## src/rtl/maquina_estados_pet_if.sv

```systemverilog
// maquina_estados_pet_if: buttons, attribute levels and FSM outputs of the virtual pet
interface maquina_estados_pet_if;
  logic       btn_start;
  logic       btn_dormir;
  logic       btn_comer;
  logic       btn_aula;
  logic [7:0] fome;
  logic [7:0] felicidade;
  logic [7:0] sono;
  logic [4:0] estado;
  logic       reiniciar;
  logic       alerta;
  modport master (
    output btn_start, btn_dormir, btn_comer, btn_aula, fome, felicidade, sono,
    input  estado, reiniciar, alerta
  );
  modport slave (
    input  btn_start, btn_dormir, btn_comer, btn_aula, fome, felicidade, sono,
    output estado, reiniciar, alerta
  );
endinterface

```

## src/rtl/maquina_estados_pet.sv

```systemverilog
// maquina_estados_pet: behaviour FSM of the virtual pet with death, restart and low-attribute warning
module maquina_estados_pet #(
  parameter logic [7:0] MAX_ATRIBUTO  = 8'd100,
  parameter logic [7:0] LIMIAR_ALERTA = 8'd20
) (
  input logic                   clk,
  input logic                   rst_n,
  maquina_estados_pet_if.slave  bus
);
  typedef enum logic [4:0] {
    INTRO      = 5'b00000,
    IDLE       = 5'b00001,
    DORMINDO   = 5'b00010,
    COMENDO    = 5'b00100,
    DANDO_AULA = 5'b01000,
    MORTO      = 5'b10000
  } estado_t;
  estado_t    r_estado;
  logic       r_reiniciar;
  logic       r_alerta;
  logic [3:0] r_s1;
  logic [3:0] r_s2;
  logic [3:0] r_s2_d;
  logic [3:0] w_btn;
  logic [3:0] w_ev;
  logic       w_ev_start;
  logic       w_ev_dormir;
  logic       w_ev_comer;
  logic       w_ev_aula;
  logic       w_zero;
  logic       w_baixo;
  assign w_btn       = {bus.btn_aula, bus.btn_comer, bus.btn_dormir, bus.btn_start};
  assign w_ev        = r_s2 & ~r_s2_d;
  assign w_ev_start  = w_ev[0];
  assign w_ev_dormir = w_ev[1];
  assign w_ev_comer  = w_ev[2];
  assign w_ev_aula   = w_ev[3];
  assign w_zero      = (bus.fome == 8'd0) | (bus.felicidade == 8'd0) | (bus.sono == 8'd0);
  assign w_baixo     = (bus.fome < LIMIAR_ALERTA) | (bus.felicidade < LIMIAR_ALERTA) |
                       (bus.sono < LIMIAR_ALERTA);
  assign bus.estado    = r_estado;
  assign bus.reiniciar = r_reiniciar;
  assign bus.alerta    = r_alerta;
  // Button synchronizers plus a delay stage so each press yields a single rising-edge event
  always_ff @(posedge clk or negedge rst_n) begin
    if (!rst_n) begin
      r_s1   <= '0;
      r_s2   <= '0;
      r_s2_d <= '0;
    end else begin
      r_s1   <= w_btn;
      r_s2   <= r_s1;
      r_s2_d <= r_s2;
    end
  end
  // State transitions with death overriding buttons, buttons overriding saturation
  always_ff @(posedge clk or negedge rst_n) begin
    if (!rst_n) begin
      r_estado    <= INTRO;
      r_reiniciar <= 1'b0;
      r_alerta    <= 1'b0;
    end else begin
      r_reiniciar <= (r_estado == MORTO) && w_ev_start;
      r_alerta    <= (r_estado != INTRO) && (r_estado != MORTO) && w_baixo;
      case (r_estado)
        INTRO:      r_estado <= w_ev_start ? IDLE : INTRO;
        IDLE:       r_estado <= w_zero      ? MORTO    :
                                w_ev_dormir ? DORMINDO :
                                w_ev_comer  ? COMENDO  :
                                w_ev_aula   ? DANDO_AULA : IDLE;
        DORMINDO:   r_estado <= w_zero      ? MORTO      :
                                w_ev_dormir ? IDLE       :
                                w_ev_comer  ? COMENDO    :
                                w_ev_aula   ? DANDO_AULA :
                                (bus.sono >= MAX_ATRIBUTO) ? IDLE : DORMINDO;
        COMENDO:    r_estado <= w_zero      ? MORTO      :
                                w_ev_comer  ? IDLE       :
                                w_ev_dormir ? DORMINDO   :
                                w_ev_aula   ? DANDO_AULA :
                                (bus.fome >= MAX_ATRIBUTO) ? IDLE : COMENDO;
        DANDO_AULA: r_estado <= w_zero      ? MORTO    :
                                w_ev_aula   ? IDLE     :
                                w_ev_dormir ? DORMINDO :
                                w_ev_comer  ? COMENDO  :
                                (bus.felicidade >= MAX_ATRIBUTO) ? IDLE : DANDO_AULA;
        MORTO:      r_estado <= w_ev_start ? INTRO : MORTO;
        default:    r_estado <= INTRO;
      endcase
    end
  end
endmodule

```

## src/flat_wrapper.sv

```systemverilog
// flat-port wrapper written by rule: the top's interface ports become plain ports
module maquina_estados_pet_flat 
#(
  parameter logic [7:0] MAX_ATRIBUTO  = 8'd100,
  parameter logic [7:0] LIMIAR_ALERTA = 8'd20
)
  (clk, rst_n, bus_btn_start, bus_btn_dormir, bus_btn_comer, bus_btn_aula, bus_fome, bus_felicidade, bus_sono, bus_estado, bus_reiniciar, bus_alerta);
  maquina_estados_pet_if bus_i ();
  input logic clk;
  input logic rst_n;
  input wire logic [$bits(bus_i.btn_start)-1:0] bus_btn_start;
  input wire logic [$bits(bus_i.btn_dormir)-1:0] bus_btn_dormir;
  input wire logic [$bits(bus_i.btn_comer)-1:0] bus_btn_comer;
  input wire logic [$bits(bus_i.btn_aula)-1:0] bus_btn_aula;
  input wire logic [$bits(bus_i.fome)-1:0] bus_fome;
  input wire logic [$bits(bus_i.felicidade)-1:0] bus_felicidade;
  input wire logic [$bits(bus_i.sono)-1:0] bus_sono;
  output wire logic [$bits(bus_i.estado)-1:0] bus_estado;
  output wire logic [$bits(bus_i.reiniciar)-1:0] bus_reiniciar;
  output wire logic [$bits(bus_i.alerta)-1:0] bus_alerta;
  assign bus_i.btn_start = bus_btn_start;
  assign bus_i.btn_dormir = bus_btn_dormir;
  assign bus_i.btn_comer = bus_btn_comer;
  assign bus_i.btn_aula = bus_btn_aula;
  assign bus_i.fome = bus_fome;
  assign bus_i.felicidade = bus_felicidade;
  assign bus_i.sono = bus_sono;
  assign bus_estado = bus_i.estado;
  assign bus_reiniciar = bus_i.reiniciar;
  assign bus_alerta = bus_i.alerta;
  maquina_estados_pet #(.MAX_ATRIBUTO(MAX_ATRIBUTO), .LIMIAR_ALERTA(LIMIAR_ALERTA)) u_core (.clk(clk), .rst_n(rst_n), .bus(bus_i));
endmodule
```

## config.mk

```make
export PLATFORM = sky130hd
export DESIGN_NAME = maquina_estados_pet_flat
export DESIGN_NICKNAME = d
export VERILOG_FILES = /design/src/rtl/maquina_estados_pet_if.sv /design/src/rtl/maquina_estados_pet.sv /design/src/flat_wrapper.sv
export SDC_FILE = /design/constraint.sdc
export NUM_CORES = 1
export LEC_CHECK = 0
export ABC_CLOCK_PERIOD_IN_PS = 2000
export BUFFER_PORTS_ARGS = -buffer_cell sky130_fd_sc_hd__buf_4
export CORE_ASPECT_RATIO = 0.75
export CORE_UTILIZATION = 40
export CTS_CLUSTER_DIAMETER = 40
export DETAILED_ROUTE_END_ITERATION = 7
export PLACE_DENSITY = 0.72
export SYNTH_ARGS = -nofsm -noshare
export SYNTH_HDL_FRONTEND = slang
export SYNTH_SLANG_ARGS = --single-unit
```

## constraint.sdc

```tcl
create_clock -name clk -period 2 [get_ports clk]
set_input_delay 0.4 -clock clk [delete_from_list [all_inputs] [get_ports clk]]
set_output_delay 0.4 -clock clk [all_outputs]
set_load 0.01 [all_outputs]
```

Word level (Yosys, flattened, before mapping) --
Index checks and enable logic that the tools add are counted.
Storage, ports and cells: output and inout port bits 7, flip-flop bits (word level) 19
Cells by class: reduce and logical (&&, ||, !) cells 8, eq/ne operators 6, bitwise gates (word level) 6, multiplexer cells 22, order comparisons 6
Operator list (count):
- two-way mux 5 bit | 16
- case mux 5 bit (6 select lines) | 1
- greater-or-equal comparator 8 x 7 -> 1 bit (second input constant) | 3
- zero test 8 bit | 3
- < comparator 8 x 5 -> 1 bit (second input constant) | 3
- two-way mux 4 bit | 2
- equality test 5 x 1 -> 1 bit (second input constant) | 1
- equality test 5 x 2 -> 1 bit (second input constant) | 1
- equality test 5 x 3 -> 1 bit (second input constant) | 1
- equality test 5 x 4 -> 1 bit (second input constant) | 1
- equality test 5 bit (second input constant) | 1
- zero test 5 bit | 1
- inequality test 5 bit (second input constant) | 1
- nonzero test 5 bit | 1
- bitwise AND 4 bit | 1
- NOT 4 bit | 1
- OR 1 bit | 4
- logical AND 1 bit | 3
- two-way mux 3 bit | 1
- two-way mux 2 bit | 1
- two-way mux 1 bit | 1

Longest topological paths before layout --
Gate-level depths: netlist of run 1.
depth after elaboration 7, gate-level depth with buffers 6, gate-level depth less buffers 5

Least setup slack after synthesis of run 1 --
OpenSTA, ideal clock, no wires.
path kind reg-to-reg, start register u_core.r_estado[0] (netlist: u_core.bus.estado[0]), end register u_core.r_estado[2] (netlist: u_core.bus.estado[2]), library setup time 0.078 ns, buffers on the path 0, stages on the path, launching flop included 5, data arrival time 1.389 ns, slack 0.533 ns, cell sequence dfrtp_1 -> nor2_1 -> nand3_1 -> or4b_1 -> a21oi_1
Between the ends: cells in the longest elaborated chain, start to end 2
RTL lines:
- start: declaration | line maquina_estados_pet.sv:18 | estado_t r_estado;
- start signal: assignment | line maquina_estados_pet.sv:66 | INTRO: r_estado <= w_ev_start ? IDLE : INTRO;
- start signal: assignment | line maquina_estados_pet.sv:67 | IDLE: r_estado <= w_zero ? MORTO :
- start signal: assignment | line maquina_estados_pet.sv:71 | DORMINDO: r_estado <= w_zero ? MORTO :
- equality test 5 bit (tied with other cells) | line maquina_estados_pet.sv:65 | case (r_estado)
- case mux 5 bit (6 select lines) * | line maquina_estados_pet.sv:65
Every way passes the cells marked *; elsewhere a longest branch is shown, timed or not.

Worst setup path in the final report of run 1 --
start register u_core.r_estado[2] (netlist: u_core.bus.estado[2]), end register u_core.r_estado[1] (netlist: u_core.bus.estado[1])
Same word-level chain as after synthesis.

==> results of run 1 <==
metrics by stage:
stage / util / worst slack, ns / std cells / area (um2) / hold slack (ns)
6_report: 0.600 / 0.369 / 156 / 1240 / 0.197
4_1_cts: 0.600 / 0.387 / 156 / 1240 / 0.183
5_1_grt: 0.600 / 0.250 / 156 / 1240 / 0.170
3_5_place_dp: 0.581 / 0.393 / 151 / 1200 / 0.282
2_1_floorplan: - / 0.533 / 92 / 911 / 0.104
3_3_place_gp: 0.581 / 0.402 / 151 / 1200 / 0.280
metal layers:
| metal | up-vias | global-route usage | part of all wire |
|---|---|---|---|
| li1 | 425 | - | - |
| met1 | 414 | 0.249 | 0.47 |
| met2 | 33 | 0.282 | 0.46 |
| met3 | 0 | 0.0640 | 0.078 |
| met4 | 0 | 0.0488 | 0 |
| met5 | - | 0 | 0 |
area by class of cell:
cell class	instances	area, um2	area share
flip-flops and latches	19	475	0.383
multi-input cells	72	424	0.342
repair buffers	37	280	0.226
well taps	24	30.0	0.0242
clock buffers	3	22.5	0.0182
clock inverters	1	7.51	0.00605
cell families (layout without fill, tap and decap cells):
logic type	count (synthesis)	in the layout
flops	19	19
compound gates	24	24
xor+xnor	1	1
simple gates	47	47
buf+inv	1	41
cells in the mapped netlist:
cell type | number | area share
a32o_1 | 1 | 0.011
o211ai_1 | 3 | 0.025
dfrtp_1 | 19 | 0.52
xor2_1 | 1 | 0.0096
nand2b_1 | 3 | 0.021
nor2_1 | 12 | 0.049
or2b_2 | 1 | 0.0096
a22oi_1 | 1 | 0.0082
o2111ai_1 | 2 | 0.019
nand4b_1 | 1 | 0.0096
or4b_1 | 2 | 0.022
o21bai_1 | 1 | 0.0082
nor3b_2 | 1 | 0.014
nor4_1 | 3 | 0.021
nor2b_1 | 3 | 0.021
nand2_1 | 6 | 0.025
and3_4 | 1 | 0.012
a21oi_1 | 8 | 0.044
o311a_1 | 3 | 0.033
o21ai_0 | 4 | 0.022
nor3_1 | 8 | 0.044
nand3_1 | 6 | 0.033
buf_6 | 1 | 0.012
o21ai_1 | 1 | 0.0055
state kept, by name, summed over array words and instances, names as in the netlist:
register and flops:
u_core.bus.alerta 1, u_core.bus.estado 5, u_core.bus.reiniciar 1, u_core.r_s1 4, u_core.r_s2 4, u_core.r_s2_d 4
worst max-delay path by stage:
stage / slack, ns / to / start
floorplan: 0.53 / u_core.bus.estado[2] / u_core.bus.estado[0]
global placement: 0.40 / u_core.bus.estado[1] / bus_sono[3]
detailed placement: 0.39 / u_core.bus.estado[0] / bus_felicidade[3]
CTS: 0.39 / u_core.bus.estado[2] / u_core.bus.estado[0]
global route: 0.25 / u_core.bus.estado[2] / u_core.bus.estado[0]
finish: 0.37 / u_core.bus.estado[1] / u_core.bus.estado[2]
where the power goes:
part           internal [W]  switching, W
Sequential         0.000418     0.0000479
Clock             0.0000761      0.000120
Combinational      0.000141      0.000146
==> flow_metrics.tcl, run 1 <==
set metrics [dict create \
    syn_area_um2 911 \
    crit_chain "nor2_1 -> nand2_1 -> or4b_1 -> a21oi_1" \
    setup_viol 0 \
    hp-class "in2reg" \
    first_iter_violations 42 \
    min_path_cells 1 \
    synth_nets 122 \
    cts_setup_buffers 0 \
    required_ns 2.22 \
    cap_violations 0 \
    hpwl_mm 1.68 \
    syn_inst 92 \
    synthSimpleGateAreaFrac 0.280 \
    drv_slew 0 \
    drc_errors 6 \
    finalWirelength_mm 2.12 \
    die-area_um2 2470 \
    fmax_mhz 613 \
    worst_pin_slew_ns 0.613 \
    synthMuxAreaShare 0 \
    clock_tree.root_cell "clkbuf_4" \
    synth_compound_area_frac 0.176 \
    die_width_um 57.1 \
    place_congestion 0.916 \
    cts_resized 0 \
    start_util 0.441 \
    arrival_ns 1.85 \
    grt_pass1_vias 771 \
    synth_seq_area_share 0.522 \
    track_usage 0.183 \
    synth_cell_type_count 24 \
    synth_xor_xnor_area_share 0.00962 \
    timing.rr.start "u_core.bus.estado[2]" \
    startpoint_type "register" \
    final_nets 163 \
    nFillCells 180 \
    layout_min_cycle_time_ns 1.63 \
    max_stage_delay_ns 0.48 \
    cts.sinks 19 \
    htree_levels 1 \
    worstSkewPairLatency_ns 0.30 \
    port_buffers 36 \
    via_per_inst 5.59 \
    ys_warn_count 0 \
    die_y_um 43.3 \
    synth_fa_ha_area_frac 0 \
    holdBufCountCts 1 \
    crit_path_max_fanout 7 \
    slew-limit-headroom 0.588 \
    cp_top_family "simple AND/OR/NAND/NOR gates" \
    hold_path.startpoint "bus_btn_start" \
    fp-row-count 14 \
    antenna_cells 0 \
    mostFrequentLayoutCell "buf_4" \
    end_kind "register" \
    wl_per_cell_um 13.6 \
    p_leak_nw 0.571 \
    synth_top_family_by_area "simple AND/OR/NAND/NOR gates" \
    ir_drop_v 0.000620 \
    hold_violations 0 \
    critPathSlowestCell "dfrtp_1" \
    antenna_left 0 \
    clockBufferDepth 2 \
    layout-drive-gt1-share 0.326 \
    synth_seq_cells 19 \
    grt_remaining_overflow 0 \
    whs_endpoint "u_core.r_s1[0]" \
    antenna_found_initial 0 \
    setup_tns_ns 0 \
    grt_max_degree 20 \
    skew_ns 0.00486 \
    grt_pass1_wl_mm 3.42 \
    r2r_end "u_core.bus.estado[1]" \
    cp_num_cells 4 \
    total_power_w 0.000948 \
    cts_made_buffers 3 \
    critical_path_buf_inv_count 0 \
    final_cell_mix "buf_4 (36), dfrtp_1 (19), nor2_1 (12)" \
    cellPowerDensity_nw_per_um2 765 \
    ff2ff_path_depth 4 \
    critical_path_class "reg2reg" \
    vias 872 \
    r2r_slack_ns 0.37 \
    period_share 0.816 \
    path_clk_slew_ns 0.11 \
    area_growth_pct 36.1 \
    core_um2 2070 \
    cts_tree "built" \
    syn_area_per_cell_um2 9.90 \
    status "complete, but fails checks" \
    rsz0062_at_grt "no" \
    violations "design-rule violations" \
    drt_pass1_iterations 6 \
    io_pins 37 \
]
No activity file was read; power rests on OpenSTA's default activity.
==> run 2: changes to the inputs <==
--- a/config.mk
+++ b/config.mk
@@ -5,7 +5,7 @@
 export SDC_FILE = /design/constraint.sdc
 export NUM_CORES = 1
 export LEC_CHECK = 0
-export ABC_CLOCK_PERIOD_IN_PS = 2000
+export ABC_CLOCK_PERIOD_IN_PS = 1700
 export BUFFER_PORTS_ARGS = -buffer_cell sky130_fd_sc_hd__buf_4
 export CORE_ASPECT_RATIO = 0.75
 export CORE_UTILIZATION = 40
==> constraint.sdc (replaced) <==
create_clock -name clk -period 1.7 [get_ports clk]
set_input_delay 0.34 -clock clk [delete_from_list [all_inputs] [get_ports clk]]
set_output_delay 0.34 -clock clk [all_outputs]
set_load 0.01 [all_outputs]
==> run 2 against run 1 <==
The run still ends with design-rule violations left. Worst setup slack got worse by 0.27 ns. Sequential power rose by 14%. Global-route usage fell by 0.34 points. First-iteration DRC count fell by 21%. Combinational power rose by 32%.
==> flow_metrics.tcl, run 2 (synthesis gave the netlist of run 1 again) <==
set metrics [dict create \
    path_clk_slew_ns 0.11 \
    required_ns 1.93 \
    htree_levels 1 \
    max_stage_delay_ns 0.48 \
    critPathSlowestCell "dfrtp_1" \
    die_width_um 57.1 \
    violations "design-rule violations" \
    placedCellCount 154 \
    drv_slew 0 \
    drc_errors 6 \
    final_nets 166 \
    layout-drive-gt1-share 0.341 \
    hpwl_mm 1.64 \
    mostFrequentLayoutCell "buf_4" \
    vias 890 \
    grt_remaining_overflow 0 \
    cts_made_buffers 3 \
    startpoint_type "register" \
    critical_path_class "reg2reg" \
    worstSkewPairLatency_ns 0.30 \
    place_congestion 0.898 \
    hold_violations 0 \
    ir_drop_v 0.000687 \
    fin_area_um2 1260 \
    fmax_mhz 626 \
    area_growth_pct 38.6 \
    antenna_cells 0 \
    post-place-ws_ns 0.109 \
    port_buffers 36 \
    grt_max_degree 20 \
    cts_resized 0 \
    cts_tree "built" \
    grt_pass1_vias 791 \
    crit_chain "nor2_1 -> nand2_1 -> or4b_1 -> a21oi_1" \
    worst_pin_slew_ns 0.704 \
    finalWirelength_mm 2.06 \
    antenna_left 0 \
    period_share 0.940 \
    start_util 0.441 \
    clock_tree.root_cell "clkbuf_4" \
    wl_per_cell_um 12.9 \
    critical_path_buf_inv_count 0 \
    end_kind "register" \
    setup_viol 0 \
    fp-row-count 14 \
    layout_min_cycle_time_ns 1.60 \
    arrival_ns 1.83 \
    die-area_um2 2470 \
    post_dp_cell_area_um2 1220 \
    largest_register_ffs 5 \
    grt_pass1_wl_mm 3.32 \
    track_usage 0.180 \
    finalWorstSetupSlack_ns 0.102 \
    crit_path_max_fanout 7 \
    total_power_w 0.00114 \
    fin_cells 159 \
    cts.sinks 19 \
    cellPowerDensity_nw_per_um2 902 \
    skew_ns 0.00737 \
    io_pins 37 \
    slew-limit-headroom 0.526 \
    status "complete, but fails checks" \
    die_y_um 43.3 \
    hp-class "in2reg" \
    rsz0062_at_grt "no" \
    cp_top_family "simple AND/OR/NAND/NOR gates" \
    p_leak_nw 0.586 \
    cap_violations 0 \
    via_per_inst 5.60 \
    core_um2 2070 \
    first_iter_violations 33 \
    antenna_found_initial 0 \
    drt_pass1_iterations 6 \
    setup_tns_ns 0 \
    clockBufferDepth 2 \
    final_cell_mix "buf_4 (39), dfrtp_1 (19), nor2_1 (12)" \
]
-- run 2: changes by cell type in the layout (fill, tap and decap cells not counted), sizes merged --
| cell | previous run | this run |
|---|---|---|
| buf | 36 | 39 |
-- run 2: report_power, final --
part           switching, W  internal [W]  leakage (nW)
sequential        0.0000398      0.000492         0.235
combinational      0.000192      0.000185         0.337
clock              0.000140     0.0000894        0.0139
-- run 2: layout make-up --
type | count | area (um2)
clock inverters | 1 | 7.51
flip-flops and latches | 19 | 475
well taps | 24 | 30.0
repair buffers | 40 | 303
clock buffers | 3 | 22.5
fillers | 179 | 805
multi-input cells | 72 | 424
-- run 2: worst paths after layout --
kind / start / endpoint / slack, ns / cells past startpoint
min reg2reg: u_core.r_s1[3] / u_core.r_s2[3] / 0.36 / 0
max reg2reg: u_core.bus.estado[2] / u_core.bus.estado[1] / 0.10 / 4
max: u_core.bus.estado[2] / u_core.bus.estado[1] / 0.10 / 4
min: bus_btn_start / u_core.r_s1[0] / 0.15 / 1
min in group asynchronous: rst_n / u_core.bus.reiniciar / 0.44 / 2
max in group asynchronous: rst_n / u_core.r_s1[2] / 1.07 / 2
-- run 2: per-layer routing --
layer,wire length [um],global-route usage
met2,918,0.278
met3,213,0.0610
met1,910,0.246
met5,0,0
met4,12,0.0488
-- run 2: what timing repair did --
item / in CTS / in global routing
hold buffers: 1 / 0
endpoints found under the hold margin: 19 / 0
setup buffers: 0 / 0
-- run 2: stage by stage --
stage	utilization	hold slack, ns
after detailed placement	0.591	0.224
after global routing	0.611	0.119
after CTS	0.611	0.133
after global placement	0.591	0.220
after floorplan	-	0.0444
final	0.611	0.146
